--- src/rtl/csr_pipe_pkg.sv ---
// Shared types and helpers for the EX->MEM->WB exception/CSR pipeline.
package csr_pipe_pkg;

  localparam int unsigned ECW = 7;

  typedef logic [ECW-1:0] ecode_t;

  localparam ecode_t INT_CODE = 7'h00;

  typedef struct packed {
    logic        valid;
    logic        excp;
    ecode_t      ecode;
    logic        badv_we;
    logic [31:0] badv;
    logic [31:0] pc;
  } lane_info_t;

  typedef enum logic {StIdle = 1'b0, StPend = 1'b1} pend_e;

  // Index of the lowest set bit (lane 0 is oldest); 0 when nothing is set.
  function automatic int unsigned oldest_lane(input logic [31:0] req);
    oldest_lane = 0;
    for (int i = 31; i >= 0; i--) begin
      if (req[i]) oldest_lane = unsigned'(i);
    end
  endfunction

endpackage

--- src/rtl/excp_lane_sel.sv ---
// Branch kill, oldest-excepting-lane select and interrupt attach for the MEM stage.
module excp_lane_sel #(
  parameter int unsigned NLANE = 2,
  parameter int unsigned CSR_LANE = 1,
  parameter csr_pipe_pkg::ecode_t INT_CODE = csr_pipe_pkg::INT_CODE,
  localparam int unsigned LW = (NLANE > 1) ? $clog2(NLANE) : 1
) (
  input  csr_pipe_pkg::lane_info_t lanes [NLANE],
  input  logic                     flush,
  input  logic                     stall,
  input  logic                     br_valid,
  input  logic [LW-1:0]            br_lane,
  input  logic                     int_pend,
  output logic [NLANE-1:0]         mem_valid,
  output logic [NLANE-1:0]         commit,
  output logic                     int_take,
  output logic                     trap,
  output logic                     badv_we,
  output logic                     csr_commit,
  output csr_pipe_pkg::ecode_t     ecode,
  output logic [31:0]              badv,
  output logic [31:0]              era
);
  import csr_pipe_pkg::*;

  logic [31:0]   vld_vec;
  logic [31:0]   exc_vec;
  int unsigned   oldest_v;
  int unsigned   oldest_x;
  logic          excp_any;
  logic [LW-1:0] sel;

  always_comb begin
    mem_valid = '0;
    for (int unsigned j = 0; j < NLANE; j++) begin
      mem_valid[j] = lanes[j].valid & ~(br_valid & (j > 32'(br_lane))) & ~flush;
    end
  end

  always_comb begin
    vld_vec = '0;
    exc_vec = '0;
    commit  = '0;
    vld_vec[NLANE-1:0] = mem_valid;
    for (int unsigned j = 0; j < NLANE; j++) begin
      exc_vec[j] = mem_valid[j] & lanes[j].excp;
    end
    oldest_v = oldest_lane(vld_vec);
    oldest_x = oldest_lane(exc_vec);
    excp_any = |exc_vec;
    int_take = int_pend & (|mem_valid) & ~stall & ~flush;
    trap     = int_take | excp_any;
    // An interrupt outranks every exception and attaches to the oldest live lane.
    sel      = int_take ? LW'(oldest_v) : LW'(oldest_x);
    ecode    = int_take ? INT_CODE : lanes[sel].ecode;
    badv_we  = ~int_take & excp_any & lanes[sel].badv_we;
    badv     = lanes[sel].badv;
    era      = lanes[sel].pc;
    for (int unsigned j = 0; j < NLANE; j++) begin
      commit[j] = mem_valid[j] & ~int_take & ~(excp_any & (j >= oldest_x));
    end
    csr_commit = commit[CSR_LANE];
  end

endmodule

--- src/rtl/csr_excp_pipe.sv ---
// EX->MEM->WB pipeline for exception, interrupt and CSR-write state; one WB event per cycle.
module csr_excp_pipe #(
  parameter int unsigned NLANE = 2,
  parameter int unsigned ECW = csr_pipe_pkg::ECW,
  parameter int unsigned CSR_LANE = 1,
  parameter logic [ECW-1:0] INT_CODE = csr_pipe_pkg::INT_CODE,
  localparam int unsigned LW = (NLANE > 1) ? $clog2(NLANE) : 1
) (
  input  logic                  clk,
  input  logic                  rstn,
  input  logic                  stall,
  input  logic                  br_valid,
  input  logic [LW-1:0]         br_lane,
  input  logic                  int_req,
  input  logic [NLANE-1:0]      ex_valid,
  input  logic [NLANE-1:0]      ex_excp,
  input  logic [NLANE*ECW-1:0]  ex_ecode,
  input  logic [NLANE-1:0]      ex_badv_we,
  input  logic [NLANE*32-1:0]   ex_badv,
  input  logic [NLANE*32-1:0]   ex_pc,
  input  logic [31:0]           ex_csr_wmask,
  input  logic [13:0]           ex_csr_waddr,
  input  logic [31:0]           ex_csr_wdata,
  input  logic                  ex_ertn,
  output logic [NLANE-1:0]      mem_valid,
  output logic [NLANE-1:0]      wb_valid,
  output logic                  wb_trap,
  output logic                  wb_int,
  output logic [ECW-1:0]        wb_ecode,
  output logic                  wb_badv_we,
  output logic [31:0]           wb_badv,
  output logic [31:0]           wb_era,
  output logic                  wb_ertn,
  output logic                  wb_flush,
  output logic [31:0]           wb_csr_wmask,
  output logic [13:0]           wb_csr_waddr,
  output logic [31:0]           wb_csr_wdata
);
  import csr_pipe_pkg::*;

  logic [NLANE-1:0] mem_vld_q, mem_excp_q, mem_badv_we_q;
  ecode_t           mem_ecode_q [NLANE];
  logic [31:0]      mem_badv_q  [NLANE];
  logic [31:0]      mem_pc_q    [NLANE];
  logic [31:0]      mem_wmask_q, mem_wdata_q;
  logic [13:0]      mem_waddr_q;
  logic             mem_ertn_q;

  lane_info_t       lanes [NLANE];
  logic [NLANE-1:0] commit;
  logic             int_take, trap, badv_we, csr_commit, ertn_commit, int_pend, wb_adv;
  ecode_t           ecode;
  logic [31:0]      badv, era;
  pend_e            pend_q, pend_d;

  assign wb_adv      = ~stall & ~wb_flush;
  assign ertn_commit = csr_commit & mem_ertn_q;

  always_ff @(posedge clk) begin
    if (!rstn) begin
      mem_vld_q     <= '0;
      mem_excp_q    <= '0;
      mem_badv_we_q <= '0;
      mem_ecode_q   <= '{default: '0};
      mem_badv_q    <= '{default: '0};
      mem_pc_q      <= '{default: '0};
      mem_wmask_q   <= '0;
      mem_waddr_q   <= '0;
      mem_wdata_q   <= '0;
      mem_ertn_q    <= 1'b0;
    end else if (wb_flush) begin
      mem_vld_q <= '0;
    end else if (!stall) begin
      // A taken MEM branch discards the wrong-path lanes arriving from EX.
      mem_vld_q     <= br_valid ? '0 : ex_valid;
      mem_excp_q    <= ex_excp;
      mem_badv_we_q <= ex_badv_we;
      for (int unsigned j = 0; j < NLANE; j++) begin
        mem_ecode_q[j] <= ex_ecode[j*ECW +: ECW];
        mem_badv_q[j]  <= ex_badv[j*32 +: 32];
        mem_pc_q[j]    <= ex_pc[j*32 +: 32];
      end
      mem_wmask_q <= ex_csr_wmask;
      mem_waddr_q <= ex_csr_waddr;
      mem_wdata_q <= ex_csr_wdata;
      mem_ertn_q  <= ex_ertn & ~(|ex_excp);
    end
  end

  always_comb begin
    for (int unsigned j = 0; j < NLANE; j++) begin
      lanes[j].valid   = mem_vld_q[j];
      lanes[j].excp    = mem_excp_q[j];
      lanes[j].ecode   = mem_ecode_q[j];
      lanes[j].badv_we = mem_badv_we_q[j];
      lanes[j].badv    = mem_badv_q[j];
      lanes[j].pc      = mem_pc_q[j];
    end
  end

  excp_lane_sel #(
    .NLANE    (NLANE),
    .CSR_LANE (CSR_LANE),
    .INT_CODE (INT_CODE)
  ) u_sel (
    .lanes      (lanes),
    .flush      (wb_flush),
    .stall      (stall),
    .br_valid   (br_valid),
    .br_lane    (br_lane),
    .int_pend   (int_pend),
    .mem_valid  (mem_valid),
    .commit     (commit),
    .int_take   (int_take),
    .trap       (trap),
    .badv_we    (badv_we),
    .csr_commit (csr_commit),
    .ecode      (ecode),
    .badv       (badv),
    .era        (era)
  );

  always_ff @(posedge clk) begin
    if (!rstn) pend_q <= StIdle;
    else       pend_q <= pend_d;
  end

  always_comb begin
    pend_d = pend_q;
    case (pend_q)
      // The flush of a taken interrupt must not re-arm the pending state.
      StIdle:  if (int_req && !int_take && !(wb_flush && wb_int)) pend_d = StPend;
      StPend:  if (int_take || !int_req) pend_d = StIdle;
      default: pend_d = StIdle;
    endcase
  end

  always_comb begin
    int_pend = int_req | (pend_q == StPend);
  end

  always_ff @(posedge clk) begin
    if (!rstn) begin
      wb_valid     <= '0;
      wb_trap      <= 1'b0;
      wb_int       <= 1'b0;
      wb_ecode     <= '0;
      wb_badv_we   <= 1'b0;
      wb_badv      <= '0;
      wb_era       <= '0;
      wb_ertn      <= 1'b0;
      wb_flush     <= 1'b0;
      wb_csr_wmask <= '0;
      wb_csr_waddr <= '0;
      wb_csr_wdata <= '0;
    end else if (wb_adv) begin
      wb_valid     <= commit;
      wb_trap      <= trap;
      wb_int       <= int_take;
      wb_ecode     <= ecode;
      wb_badv_we   <= badv_we;
      wb_badv      <= badv;
      wb_era       <= era;
      wb_ertn      <= ertn_commit;
      wb_flush     <= trap | ertn_commit;
      wb_csr_wmask <= csr_commit ? mem_wmask_q : '0;
      wb_csr_waddr <= mem_waddr_q;
      wb_csr_wdata <= mem_wdata_q;
    end else begin
      wb_valid     <= '0;
      wb_trap      <= 1'b0;
      wb_int       <= 1'b0;
      wb_badv_we   <= 1'b0;
      wb_ertn      <= 1'b0;
      wb_flush     <= 1'b0;
      wb_csr_wmask <= '0;
    end
  end

endmodule

--- config.mk ---
export PLATFORM = sky130hd
export DESIGN_NAME = csr_excp_pipe
export DESIGN_NICKNAME = d
export VERILOG_FILES = /design/src/rtl/csr_pipe_pkg.sv /design/src/rtl/excp_lane_sel.sv /design/src/rtl/csr_excp_pipe.sv
export SDC_FILE = /design/constraint.sdc
export NUM_CORES = 1
export LEC_CHECK = 0
export BUFFER_PORTS_ARGS = -buffer_cell sky130_fd_sc_hd__buf_4
export CAP_MARGIN = 10
export CORE_ASPECT_RATIO = 0.6
export CORE_UTILIZATION = 24
export CTS_CLUSTER_SIZE = 14
export DETAILED_ROUTE_END_ITERATION = 12
export PLACE_DENSITY = 0.54
export SKIP_LAST_GASP = 1
export SYNTH_ARGS = -nofsm -noshare
export SYNTH_HDL_FRONTEND = slang
export SYNTH_SLANG_ARGS = --single-unit
--- constraint.sdc ---
create_clock -name clk -period 2.1 [get_ports clk]
set_input_delay 0.63 -clock clk [delete_from_list [all_inputs] [get_ports clk]]
set_output_delay 0.63 -clock clk [all_outputs]
set_load 0.01 [all_outputs]
Yosys cells after proc, flatten, opt, wreduce, memory -nomap -nowiden
Cells that the tools add are included.
{"block": "totals", "rom_bits": 0, "reg_bits": 384, "mem_bits_rw": 0, "input_bits": 233, "latchBits": 0, "elab_cells": 90, "memories": 0}
{"block": "classes", "shifts": 0, "n_mul": 0, "eq_ne": 0, "n_div": 0, "n_addsub": 0, "n_lt_le_gt_ge": 4, "n_mux": 13, "reduce_logical": 14, "bitwise_logic": 33}
{"operator": "$mux W72", "count": 3}
{"operator": "$ge A1 B32 Y1 const A", "count": 2}
{"operator": "$mux W32", "count": 1}
{"operator": "$and A1 B1 Y1", "count": 20}
{"operator": "$not A1 Y1", "count": 9}
{"operator": "$reduce_or A2 Y1", "count": 4}
{"operator": "$mux W7", "count": 1}
{"operator": "$mux W1", "count": 6}
{"operator": "$reduce_and A2 Y1", "count": 2}
{"operator": "$logic_and A1 B1 Y1", "count": 3}
{"operator": "$logic_not A1 Y1", "count": 3}
{"operator": "$or A1 B1 Y1", "count": 3}
{"operator": "$reduce_and A3 Y1", "count": 1}
{"operator": "$ge A2 B2 Y1 const B", "count": 1}
{"operator": "$mux W2", "count": 1}
{"operator": "$not A1 Y2", "count": 1}
{"operator": "$pmux W1 S2", "count": 1}
{"operator": "$gt A1 B1 Y1 const A", "count": 1}
{"operator": "$logic_or A1 B1 Y1", "count": 1}

Depth between registers and ports, before layout
Gate-level depths: netlist of the first run.
{"block": "depth", "ltp_word": 15, "depth_mapped": 7}

Hierarchy
From an unflattened synthesis of the first run, not the netlist that was laid out.
{"block": "unflattened", "hier_cells": 1762, "area_unflattened_um2": 16796.1}
{"module": "csr_excp_pipe", "area_each_um2": 15458.6, "seq_area_each_um2": 7687.4, "n_inst": 1, "cells_each": 1657}
{"module": "excp_lane_sel", "area_each_um2": 1337.5, "seq_area_each_um2": 0.0, "n_inst": 1, "cells_each": 105}

Least setup slack after synthesis of the first run
OpenSTA, ideal clock, no wires.
{"block": "synth_timing", "path_type": "input to register", "start": "in int_req", "end": "reg wb_csr_wmask[10]", "n_path_buf": 3, "setup_time_ns": 0.059, "setup_slack_ns": 0.209, "arrival_ns": 1.832, "cell_stages": 7, "required_ns": 2.041, "cell_sequence": "nor2_1 and3_1 buf_2 and4_1 buf_2 buf_2 and2_1"}
{"block": "synth_via", "elab_chain_len": 8}
{"item": "start: declaration", "line_no": "csr_excp_pipe.sv:14", "text": "input logic int_req,"}
{"item": "$or A1 B1 Y1", "line_no": "csr_excp_pipe.sv:139", "text": "int_pend = int_req | (pend_q == StPend);"}
{"item": "$and A1 B1 Y1 (3 in a row)", "line_no": "excp_lane_sel.sv:51", "text": "int_take = int_pend & (|mem_valid) & ~stall & ~flush;"}
{"item": "$not A1 Y1", "line_no": "excp_lane_sel.sv:60", "text": "commit[j] = mem_valid[j] & ~int_take & ~(excp_any & (j >= oldest_x));"}
{"item": "$and A1 B1 Y1 (2 in a row)", "line_no": "excp_lane_sel.sv:60"}
{"item": "$reduce_and A3 Y1 (no source line)"}
{"item": "end signal: assignment", "line_no": "csr_excp_pipe.sv:166", "text": "wb_csr_wmask <= csr_commit ? mem_wmask_q : '0;"}
{"item": "end: declaration", "line_no": "csr_excp_pipe.sv:35", "text": "output logic [31:0] wb_csr_wmask,"}
No other way between the ends.
A chain may end at the register's enable or synchronous reset.

Worst setup path in the final report of the first run
{"block": "layout_timing", "start": "in br_lane", "end": "out mem_valid[1]"}
{"block": "layout_via", "elab_chain_len": 5}
{"item": "start: declaration", "line_no": "csr_excp_pipe.sv:13", "text": "input logic [LW-1:0] br_lane,"}
{"item": "$gt A1 B1 Y1", "line_no": "excp_lane_sel.sv:36", "text": "mem_valid[j] = lanes[j].valid & ~(br_valid & (j > 32'(br_lane))) & ~flush;"}
{"item": "$and A1 B1 Y1", "line_no": "excp_lane_sel.sv:36"}
{"item": "$not A1 Y1", "line_no": "excp_lane_sel.sv:36"}
{"item": "$and A1 B1 Y1 (2 in a row)", "line_no": "excp_lane_sel.sv:36"}
{"item": "end: declaration", "line_no": "csr_excp_pipe.sv:25", "text": "output logic [NLANE-1:0] mem_valid,"}
No other way between the ends.

==> summary.md, run 1 <==
| Metric | Value |
|---|---|
| Net count, final | `2284` |
| Initial core utilization | `0.244` |
| CORE AREA | `61200 sq um` |
| Die height | `195 um` |
| Total wire length | `50400 um` |
| Yosys cell types | `39` |
| Register clock-pin slew on the reported worst setup and hold paths | `0.07 ns` |
| Die area | `63300 sq um` |
| CTS Buffer Depth | `3` |
| Drt wl/cell | `17.3 um` |
| Mux share of post-synthesis cell area | `0` |
| Simple-Gate Fraction of Synth Area | `0.164` |
| Synth Flop Type | `dfxtp_1` |
| Min cycle time layout | `2.01 ns` |
| Final Cycle Share | `0.956` |
| Post-synthesis compound-gate area fraction | `0.270` |
| Layout area overhead | `36.5%` |
| Adder-cell share of the synthesized area | `0` |
| CP Class | `input port to output port` |
| Area contributors post-synth | `dfxtp_1 51%, nand2_1 14%, a21boi_1 9.9%` |
| Hold Crit Class | `input port to register` |
| Post-synth top area cell | `dfxtp_1` |
| RSZ-0062 raised after global routing | `no` |
| H-tree depth | `2` |
| Global-route usage over all layers | `0.156` |
| CTS hold repair buffers | `0` |
| First-pass GRT wire length | `77700 um` |
| Post-Syn Area | `14900 sq um` |
| Slew HR | `0.433` |
| Syn Nets | `1960` |
| Largest net degree at the start of global routing | `139` |
| Worst Path Required | `1.47 ns` |
| Pre-antenna DRT Iters | `5` |
| Yosys top cell area share | `0.514` |
| Sink Count | `384` |
| Power Density | `829 nW/um^2` |
| Final hold violation count | `0` |
| Seq cells post-synth | `384` |
| Seq/Total Area, Yosys | `0.514` |
| Peak Freq | `498 MHz` |
| Antenna Nets Post-Route | `0` |
| MaxCap Viol Count | `0` |
| Setup WS post-layout | `0.0934 ns` |
| Status | `finished clean` |
| Largest family of logic cells by synthesized area | `compound AO/OA/AOI/OAI gates` |
| Row count | `70` |
| DIE WIDTH | `324 um` |
| Worst Max-Slew Pin Slew | `0.851 ns` |
| Pre-CTS WS | `-0.0927 ns` |
| Async set-reset flop share out of synthesis | `0` |
| Leakage dissipation | `8.07 nW` |
| Max IR drop VDD | `0.000499 V` |
| Clock latency on the worst-skew pair | `0.55 ns` |
| Ys Warns | `0` |
| PortBufs | `390` |
| Sequential cell area | `7690 sq um` |
| CP endpoint kind | `output port` |
| Fill count | `6372` |
| Vias in the first global route | `13.2k` |
| Clk_skew | `0.0124 ns` |
| Clock root buffer | `clkbuf_16` |
| Final setup vio count | `0` |
| CTS tree | `yes` |
| Mapped Cells | `1727` |
| Syn avg cell area | `8.65 sq um` |
| Initial DRC count | `891` |
| IO Pins | `391` |
| Area taken by multi-input logic gates | `6530 sq um` |
| Placer Congestion | `0.776` |
| Via-to-Cell Ratio | `4.65` |
| Post-synth EDFFs | `0` |
| Final Max Slew Viols | `0` |
| Remaining DRCs | `0` |
| Worst EP arrival | `1.38 ns` |
| Fin util | `0.333` |
| Total CTS buffers | `41` |
| DR vias | `13.5k` |
| Max FO, Critical Path | `5` |
| Grt ovf | `0` |
| Post-DP HPWL | `34600 um` |
| Layout cells sized above 1 | `0.252` |
| Synth Area in XOR/XNOR | `0` |
| Initial antenna violation count | `5` |
| Startpoint Class | `input port` |
state kept, by name, indices dropped and copies added (netlist names), 14 cells and up:
name / flops
lanes: 142
mem_wdata_q: 32
mem_wmask_q: 32
wb_badv: 32
wb_csr_wdata: 32
wb_csr_wmask: 32
wb_era: 32
mem_waddr_q: 14
wb_csr_waddr: 14
worst max-delay path, stage by stage:
cell	delay (ns)
buf_4	0.10
nand2b_1	0.26
and2_4	0.24
buf_4	0.15
layout make-up:
type / count / area share
Antenna cell: 3 / 0.000368
Clock buffer: 64 / 0.0609
Clock inverter: 8 / 0.00399
Inverter: 8 / 0.00147
Multi-Input combinational cell: 1165 / 0.320
Sequential cell: 384 / 0.377
Tap cell: 828 / 0.0508
Timing Repair Buffer: 451 / 0.185
cell usage after synthesis (8+ instances only):
library cell / count
o221ai_1: 65
inv_1: 8
o21ai_0: 65
clkbuf_1: 114
a21boi_1: 197
nand2_1: 550
a31oi_1: 64
dfxtp_1: 384
and2_1: 35
o211ai_1: 66
buf_2: 40
a21boi_0: 73
routing by layer:
layer | wire, um | global-route usage
met4 | 1190 | 0.0437
met3 | 2710 | 0.0315
met2 | 23000 | 0.243
met1 | 23500 | 0.217
met5 | 13 | 0
metrics by stage:
step                      total power [mW]  std cells  setup TNS, ns  cell area, sq um  hold slack [ns]
final                                 16.9       2911              0             20400            0.322
after global routing                  17.7       2910              0             20400            0.294
after CTS                             17.2       2908         -0.192             20400            0.276
after detailed placement              9.83       2835          -3.36             19000            0.436
after global placement                9.79       2835          -2.41             19000            0.435
after floorplan                       8.85       1727              0             14900            0.430
cells in the final DEF, fill, tap and decap left out, types with 3 or more instances in the layout:
cell / count
a31oi_1: 64
o211ai_1: 66
clkbuf_1: 10
a21boi_1: 197
o21ai_0: 65
o311ai_1: 7
buf_4: 419
inv_1: 8
clkbuf_16: 41
diode_2: 3
and2_1: 34
a21oi_1: 3
buf_12: 31
o2111ai_1: 7
nor2_1: 5
a21boi_0: 73
dfxtp_1: 382
o221ai_1: 65
nand2_1: 549
clkbuf_8: 14
path summary, 6_finish.rpt:
check,startpoint,end,slack (ns),cells after the start
max,br_lane,mem_valid[1],0.09,4
min,ex_pc[11],lanes[85]$_SDFFE_PN0P_,0.32,3
max reg2reg,wb_flush$_SDFF_PN0_,wb_era[9]$_SDFFE_PN0P_,0.11,5
min reg2reg,mem_wmask_q[18]$_SDFFE_PN0P_,mem_wmask_q[18]$_SDFFE_PN0P_,0.45,2
repair_timing:
action,4_1_cts,5_1_grt
setup endpoints to repair,2,34
resized for setup,1,5
setup buffers,1,0
kinds of logic after synthesis:
| logic type | count (synthesis) |
|---|---|
| and+or+nand+nor | 610 |
| AOI/OAI and AO/OA | 555 |
| buffers and inverters | 178 |
| DFF | 384 |
report_power, final:
group / internal [mW] / switching [mW]
combinational: 0.861 / 0.935
sequential: 7.64 / 0.203
clock: 4.19 / 3.08
total: 12.7 / 4.22
Note: power is estimated with default switching activity, not from simulation.
==> run 2, diff against run 1 <==
--- a/config.mk
+++ b/config.mk
@@ -7,11 +7,13 @@
 export LEC_CHECK = 0
 export BUFFER_PORTS_ARGS = -buffer_cell sky130_fd_sc_hd__buf_4
 export CAP_MARGIN = 10
+export CELL_PAD_IN_SITES_DETAIL_PLACEMENT = 0
+export CELL_PAD_IN_SITES_GLOBAL_PLACEMENT = 1
 export CORE_ASPECT_RATIO = 0.6
 export CORE_UTILIZATION = 24
 export CTS_CLUSTER_SIZE = 14
 export DETAILED_ROUTE_END_ITERATION = 12
-export PLACE_DENSITY = 0.54
+export PLACE_DENSITY = 0.65
 export SKIP_LAST_GASP = 1
 export SYNTH_ARGS = -nofsm -noshare
 export SYNTH_HDL_FRONTEND = slang
==> run 2 against run 1 <==
  * Clock skew is 0.0070 ns higher
  * Cell area hardly changed
  * First-iteration DRC count is 10% lower
  * Final cell count hardly changed
  * Global-route usage is 0.47 points higher
  * Clock-buffer cell count is 1 higher
  * Non-clock buffer count is 1 lower
  * Clock power is 2% higher
  * Combinational power hardly changed
  * Power is 0.86% higher
  * Critical endpoint unchanged
  * Largest power group unchanged
  * Highest routed layer unchanged
==> summary.md, run 2 (synthesis gave the netlist of run 1 again) <==
| Metric | Value |
|---|---|
| Status | `finished clean` |
| Via-to-Cell Ratio | `4.64 (-0.17%)` |
| Initial core utilization | `0.244 (unchanged)` |
| RSZ-0062 raised after global routing | `yes` |
| MaxCap Viol Count | `0 (unchanged)` |
| Worst path max stage delay | `0.37 ns (+0.11 ns)` |
| Setup WS post-layout | `0.0372 ns (-0.0563 ns)` |
| DIE WIDTH | `324 um (unchanged)` |
| Startpoint Class | `register` |
| Net count, final | `2283 (-0.044%)` |
| First-pass GRT wire length | `79000 um (+1.7%)` |
| CP endpoint kind | `output port` |
| H-tree depth | `2 (unchanged)` |
| CORE AREA | `61200 sq um (unchanged)` |
| Clock latency on the worst-skew pair | `0.57 ns (+0.02 ns)` |
| Pint | `12.8 mW (+0.72%)` |
| Worst Path Required | `1.47 ns (about the same)` |
| CP Class | `register to output port` |
| Sequential power share | `0.460 (-0.004)` |
| PortBufs | `390 (unchanged)` |
| Final Max Slew Viols | `0 (unchanged)` |
| Initial antenna violation count | `1 (-4)` |
| GR Util met2 | `0.250 (+0.00681)` |
| Fin Setup TNS | `0 ns (unchanged)` |
| Switching power | `4.27 mW (+1.3%)` |
| Drt wl/cell | `17.8 um (+2.8%)` |
| Grt ovf | `0 (unchanged)` |
| Max FO, Critical Path | `5 (unchanged)` |
| Row count | `70 (unchanged)` |
| Busiest grt layer | `met2` |
| R2R setup slack | `0.21 ns (+0.10 ns)` |
| Commonest non-fill, non-tap cell in the layout | `nand2_1` |
| Dpl cells | `2831 (-0.14%)` |
| Clock root buffer | `clkbuf_16` |
| Fin util | `0.333 (about the same)` |
| Pre-antenna DRT Iters | `5 (unchanged)` |
| Placer Congestion | `0.790 (+1.8%)` |
| Global-route usage over all layers | `0.161 (+0.00467)` |
| Buffers and inverters on the worst path | `2 (unchanged)` |
| Sw frac | `0.251 (+0.00102)` |
| Remaining DRCs | `0 (unchanged)` |
| Hold Crit Class | `input port to register` |
| CTS tree | `yes` |
| Layout cells sized above 1 | `0.252 (about the same)` |
| CP max-delay cell | `dfxtp_4` |
| Comb power frac | `0.105 (about the same)` |
| Worst Max-Slew Pin Slew | `0.891 ns (+0.0401 ns)` |
| Crit-path cells | `nor2b_1 -> buf_4 -> and2_4 -> buf_6` |
| Design Area, Final | `20400 sq um (about the same)` |
| Total CTS buffers | `41 (unchanged)` |
| Sink Count | `384 (unchanged)` |
| Pre-CTS WS | `-0.0549 ns (+0.0378 ns)` |
| Hold Slack | `0.300 ns (-0.0224 ns)` |
| Min cycle time layout | `2.06 ns (+0.0563 ns)` |
| Final Cycle Share | `0.982 (+0.0268)` |
| DR vias | `13.5k (-0.20%)` |
| CTS Buffer Depth | `3 (unchanged)` |
| Die height | `195 um (unchanged)` |
| Largest net degree at the start of global routing | `125 (-10%)` |
| Slew HR | `0.403 (-0.0293)` |
| Post-DP HPWL | `35100 um (+1.5%)` |
| Crit path max-delay family | `flip-flops` |
| Antenna Nets Post-Route | `0 (unchanged)` |
| Power Density | `836 nW/um^2 (+0.94%)` |
| Final setup vio count | `0 (unchanged)` |
| Clock Power Share | `0.435 (+0.005)` |
| Register clock-pin slew on the reported worst setup and hold paths | `0.06 ns (about the same)` |
| Total power | `17.1 mW (+0.86%)` |
| Number of diodes | `0 (-3)` |
| Post-Layout Cell Count | `2910 (-0.034%)` |
| Die area | `63300 sq um (unchanged)` |
| Final hold violation count | `0 (unchanged)` |
| Layout area overhead | `36.4% (about the same)` |
| Max IR drop VDD | `0.000412 V (-17%)` |
| Peak Freq | `485 MHz (-2.7%)` |
| Met1 Use GR | `0.220 (+0.00356)` |
| Most frequent cells in the layout | `549 x nand2_1, 420 x buf_4, 382 x dfxtp_1` |
| Total wire length | `51900 um (+2.8%)` |
| Vias in the first global route | `13.3k (+0.63%)` |
| Clk_skew | `0.0193 ns (+0.00696 ns)` |
| CTS hold repair buffers | `0 (unchanged)` |
| Worst EP arrival | `1.43 ns (+0.05 ns)` |
| Initial DRC count | `798 (-10%)` |
| Met3 Use GR | `0.0382 (+0.00664)` |
| IO Pins | `391 (unchanged)` |
| Max reg flops | `142 (unchanged)` |
| DP Area | `19000 sq um (-0.35%)` |
| Leakage dissipation | `8.08 nW (about the same)` |
## run 2: layer usage
metal	wire (um)	share of wire
met1	24400	0.47
met2	23400	0.45
met3	2920	0.056
met4	1080	0.021
met5	13	0.00025
## run 2: worst paths after layout
path	cells after the start	from	endpoint
worst max-delay path	4	wb_flush$_SDFF_PN0_	mem_valid[1]
worst min-delay path	3	ex_pc[61]	lanes[29]$_SDFFE_PN0P_
worst max register to register	6	wb_flush$_SDFF_PN0_	wb_era[1]$_SDFFE_PN0P_
worst min register to register	2	mem_wdata_q[8]$_SDFFE_PN0P_	wb_csr_wdata[8]$_SDFFE_PN0P_
## run 2: final cells by class
cell class	instances	area [sq um]
clock buffers	65	1270
clock inverters	10	93.8
fillers	6399	40800
inverters	8	30.0
multi-input cells	1165	6520
flip-flops and latches	384	7690
well taps	828	1040
repair buffers	450	3740
## run 2: power by group through the flow
stage	logic (mW)	registers [mW]	clock network, mW
final	1.79	7.84	7.42
after floorplan	0.857	7.99	0
after global placement	1.78	8.00	0
after global routing	1.98	7.88	8.03
after CTS	1.82	7.84	7.74
after detailed placement	1.81	8.00	0
## run 2: what timing repair did
item,CTS,global route
pin swaps,0,0
setup endpoints to repair,2,1
cloned,0,0
resized for setup,4,1
setup buffers,4,0
## run 2: tightest hold or removal path, cell delays in order
cell and delay, ns:
buf_4 0.11, nand2_1 0.04, a21boi_1 0.04
==> run 3, diff against run 2 <==
--- a/config.mk
+++ b/config.mk
@@ -11,8 +11,10 @@
 export CELL_PAD_IN_SITES_GLOBAL_PLACEMENT = 1
 export CORE_ASPECT_RATIO = 0.6
 export CORE_UTILIZATION = 24
+export CTS_BUF_LIST = sky130_fd_sc_hd__clkbuf_8
 export CTS_CLUSTER_SIZE = 14
 export DETAILED_ROUTE_END_ITERATION = 12
+export GPL_TIMING_DRIVEN = 1
 export PLACE_DENSITY = 0.65
 export SKIP_LAST_GASP = 1
 export SYNTH_ARGS = -nofsm -noshare
==> constraint.sdc (replaced) <==
create_clock -name clk -period 2.1 [get_ports clk]
set_input_delay 0.21 -clock clk [delete_from_list [all_inputs] [get_ports clk]]
set_output_delay 0.21 -clock clk [all_outputs]
set_load 0.01 [all_outputs]
==> run 3 against run 2 <==
  * Critical path depth shrank 1
  * Clock power is 5.9% lower
  * Via count is 7.2% higher
  * Final cell count rose by 8.7%
  * Register-to-register slack better by 0.07 ns
  * Wire length is 6.0% higher
  * Clock-buffer cell count up 20
  * Hold slack better by 0.022 ns
  * Power down 0.62%
  * Flip-flop and latch count is the same
  * Non-clock buffer count up 211
  * Worst setup slack better by 0.11 ns
  * Critical endpoint is now mem_valid[0]
  * Largest cell class unchanged
==> summary.md, run 3 (synthesis gave the netlist of run 1 again) <==
| Metric | Value |
|---|---|
| Max FO, Critical Path | `8 (+3)` |
| Hold path cells | `5 (+2)` |
| Clock Power Share | `0.412 (-0.023)` |
| Startpoint Class | `register` |
| Switching power | `4.45 mW (+4.3%)` |
| CTS Buffer Depth | `3 (unchanged)` |
| Sw frac | `0.263 (+0.0123)` |
| Sequential power share | `0.462 (+0.002)` |
| Placer Congestion | `0.770 (-2.6%)` |
| First-pass GRT wire length | `84300 um (+6.6%)` |
| Fin util | `0.366 (+0.0334)` |
| Crit-path cells | `nor2b_1 -> buf_4 -> buf_4` |
| Vias in the first global route | `14.6k (+10%)` |
| Leakage dissipation | `8.99 nW (+11%)` |
| Fin Setup TNS | `0 ns (unchanged)` |
| Global-route usage over all layers | `0.171 (+0.0106)` |
| Grt ovf | `0 (unchanged)` |
| RSZ-0062 raised after global routing | `no` |
| Slew HR | `0.368 (-0.0349)` |
| H-tree depth | `3 (+1)` |
| Worst path max stage delay | `0.40 ns (+0.03 ns)` |
| Max IR drop VDD | `0.000304 V (-26%)` |
| Worst EP arrival | `1.75 ns (+0.32 ns)` |
| Net count, final | `2519 (+10%)` |
| DIE WIDTH | `324 um (unchanged)` |
| Total CTS buffers | `66 (+61%)` |
| CTS tree | `yes` |
| Initial antenna violation count | `3 (+2)` |
| Clock root buffer | `clkbuf_8` |
| Initial core utilization | `0.244 (unchanged)` |
| Crit path max-delay family | `flip-flops` |
| Comb power frac | `0.126 (+0.021)` |
| Pint | `12.5 mW (-2.3%)` |
| Hold Crit Class | `input port to register` |
| Remaining DRCs | `0 (unchanged)` |
| Buffers and inverters on the worst path | `2 (unchanged)` |
| CP Class | `register to output port` |
| Clk_skew | `0.0226 ns (+0.00328 ns)` |
| CP endpoint kind | `output port` |
| DR vias | `14.5k (+7.2%)` |
| Layout cells sized above 1 | `0.228 (-0.0239)` |
| Peak Freq | `511 MHz (+5.4%)` |
| Register clock-pin slew on the reported worst setup and hold paths | `0.07 ns (about the same)` |
| Worst Path Required | `1.89 ns (+0.42 ns)` |
| Row count | `70 (unchanged)` |
| Largest net degree at the start of global routing | `129 (+3.2%)` |
| Final setup vio count | `0 (unchanged)` |
| IO Pins | `391 (unchanged)` |
| Antenna Nets Post-Route | `0 (unchanged)` |
| Final hold violation count | `0 (unchanged)` |
| Layout area overhead | `50.1%` |
| CP max-delay cell | `dfxtp_4` |
| PortBufs | `390 (unchanged)` |
| Most frequent cells in the layout | `549 x nand2_1, 407 x buf_4, 382 x dfxtp_1` |
| Power Density | `755 nW/um^2 (-9.7%)` |
| Clock latency on the worst-skew pair | `0.65 ns (+0.08 ns)` |
| Worst Max-Slew Pin Slew | `0.948 ns (+0.0563 ns)` |
| Status | `finished clean` |
| CORE AREA | `61200 sq um (unchanged)` |
| Final Max Slew Viols | `0 (unchanged)` |
| Min cycle time layout | `1.96 ns (-0.106 ns)` |
| Commonest non-fill, non-tap cell in the layout | `nand2_1` |
| Drt wl/cell | `17.4 um (-2.4%)` |
| Sink Count | `384 (unchanged)` |
| Die height | `195 um (unchanged)` |
| Total wire length | `55000 um (+6.0%)` |
| Via-to-Cell Ratio | `4.58 (-1.3%)` |
| MaxCap Viol Count | `0 (unchanged)` |
| Worst Reg-to-Reg Cells | `4 (-2)` |
| Initial DRC count | `806 (+1.0%)` |
| Max reg flops | `142 (unchanged)` |
| Most used cell, CP | `buf_4` |
| Final Cycle Share | `0.932 (-0.0505)` |
| Post-DP HPWL | `33600 um (-4.4%)` |
| Fill count | `6232 (-2.6%)` |
| Pre-antenna DRT Iters | `5 (unchanged)` |
| Die area | `63300 sq um (unchanged)` |
| CP Depth | `3 (-1)` |
run 3: layer usage:
metal  wire length, um  track usage  up-vias
met5                 0            0        -
met4              1220       0.0508        0
met3              2760       0.0414       87
met2             25100        0.267      329
met1             25900        0.233     6974
li1                  -            -     7085
run 3: cell type report:
| class | instances | area (sq um) | share of cell area |
|---|---|---|---|
| flip-flops and latches | 384 | 7690 | 0.343 |
| repair buffers | 661 | 5820 | 0.259 |
| clock buffers | 85 | 1170 | 0.0521 |
| clock inverters | 28 | 158 | 0.00703 |
| inverters | 8 | 30.0 | 0.00134 |
| well taps | 828 | 1040 | 0.0462 |
| multi-input cells | 1165 | 6520 | 0.291 |
| diodes | 3 | 7.51 | 0.000335 |
run 3: final timing paths:
kind                                start                           end  slack (ns)
max reg2reg     mem_vld_q[0]$_SDFFE_PP0N_      wb_ecode[1]$_SDFFE_PN0P_        0.28
min reg2reg  mem_wmask_q[25]$_SDFFE_PN0P_  mem_wmask_q[25]$_SDFFE_PN0P_        0.45
min                              br_valid             wb_int$_SDFF_PN0_        0.32
max             mem_vld_q[0]$_SDFFE_PP0N_                  mem_valid[0]        0.14
run 3: metrics by stage:
stage / worst slack, ns / cell area [sq um] / std cells / power, mW / hold slack (ns)
after CTS: 0.00317 / 22400 / 3159 / 17.2 / 0.242
after global placement: 0.121 / 18700 / 2809 / 9.72 / 0.436
after detailed placement: 0.134 / 18700 / 2809 / 9.75 / 0.439
final: 0.143 / 22400 / 3162 / 16.9 / 0.322
after floorplan: 0.467 / 14900 / 1727 / 8.85 / 0.345
after global routing: 0.0230 / 22400 / 3161 / 17.8 / 0.293
run 3: worst min-delay path, delay by kind of cell:
kind                   cells  cell delay, ns
AOI/OAI and AO/OA          1            0.24
buffers and inverters      1            0.09
and+or+nand+nor            3            0.37
run 3: power groups by stage:
stage	Combinational (mW)	Sequential (mW)	Clock [mW]
after floorplan	0.857	7.99	0
after global placement	1.74	7.98	0
after detailed placement	1.76	7.99	0
after CTS	2.16	7.84	7.25
after global routing	2.34	7.87	7.59
final	2.13	7.84	6.98
run 3: timing repair:
item	4_1_cts	5_1_grt
cloned	2	0
resized for setup	3	2
buffers inserted	1	0
hold buffers	234	0
setup endpoints to repair	1	13
hold endpoints to repair	241	0
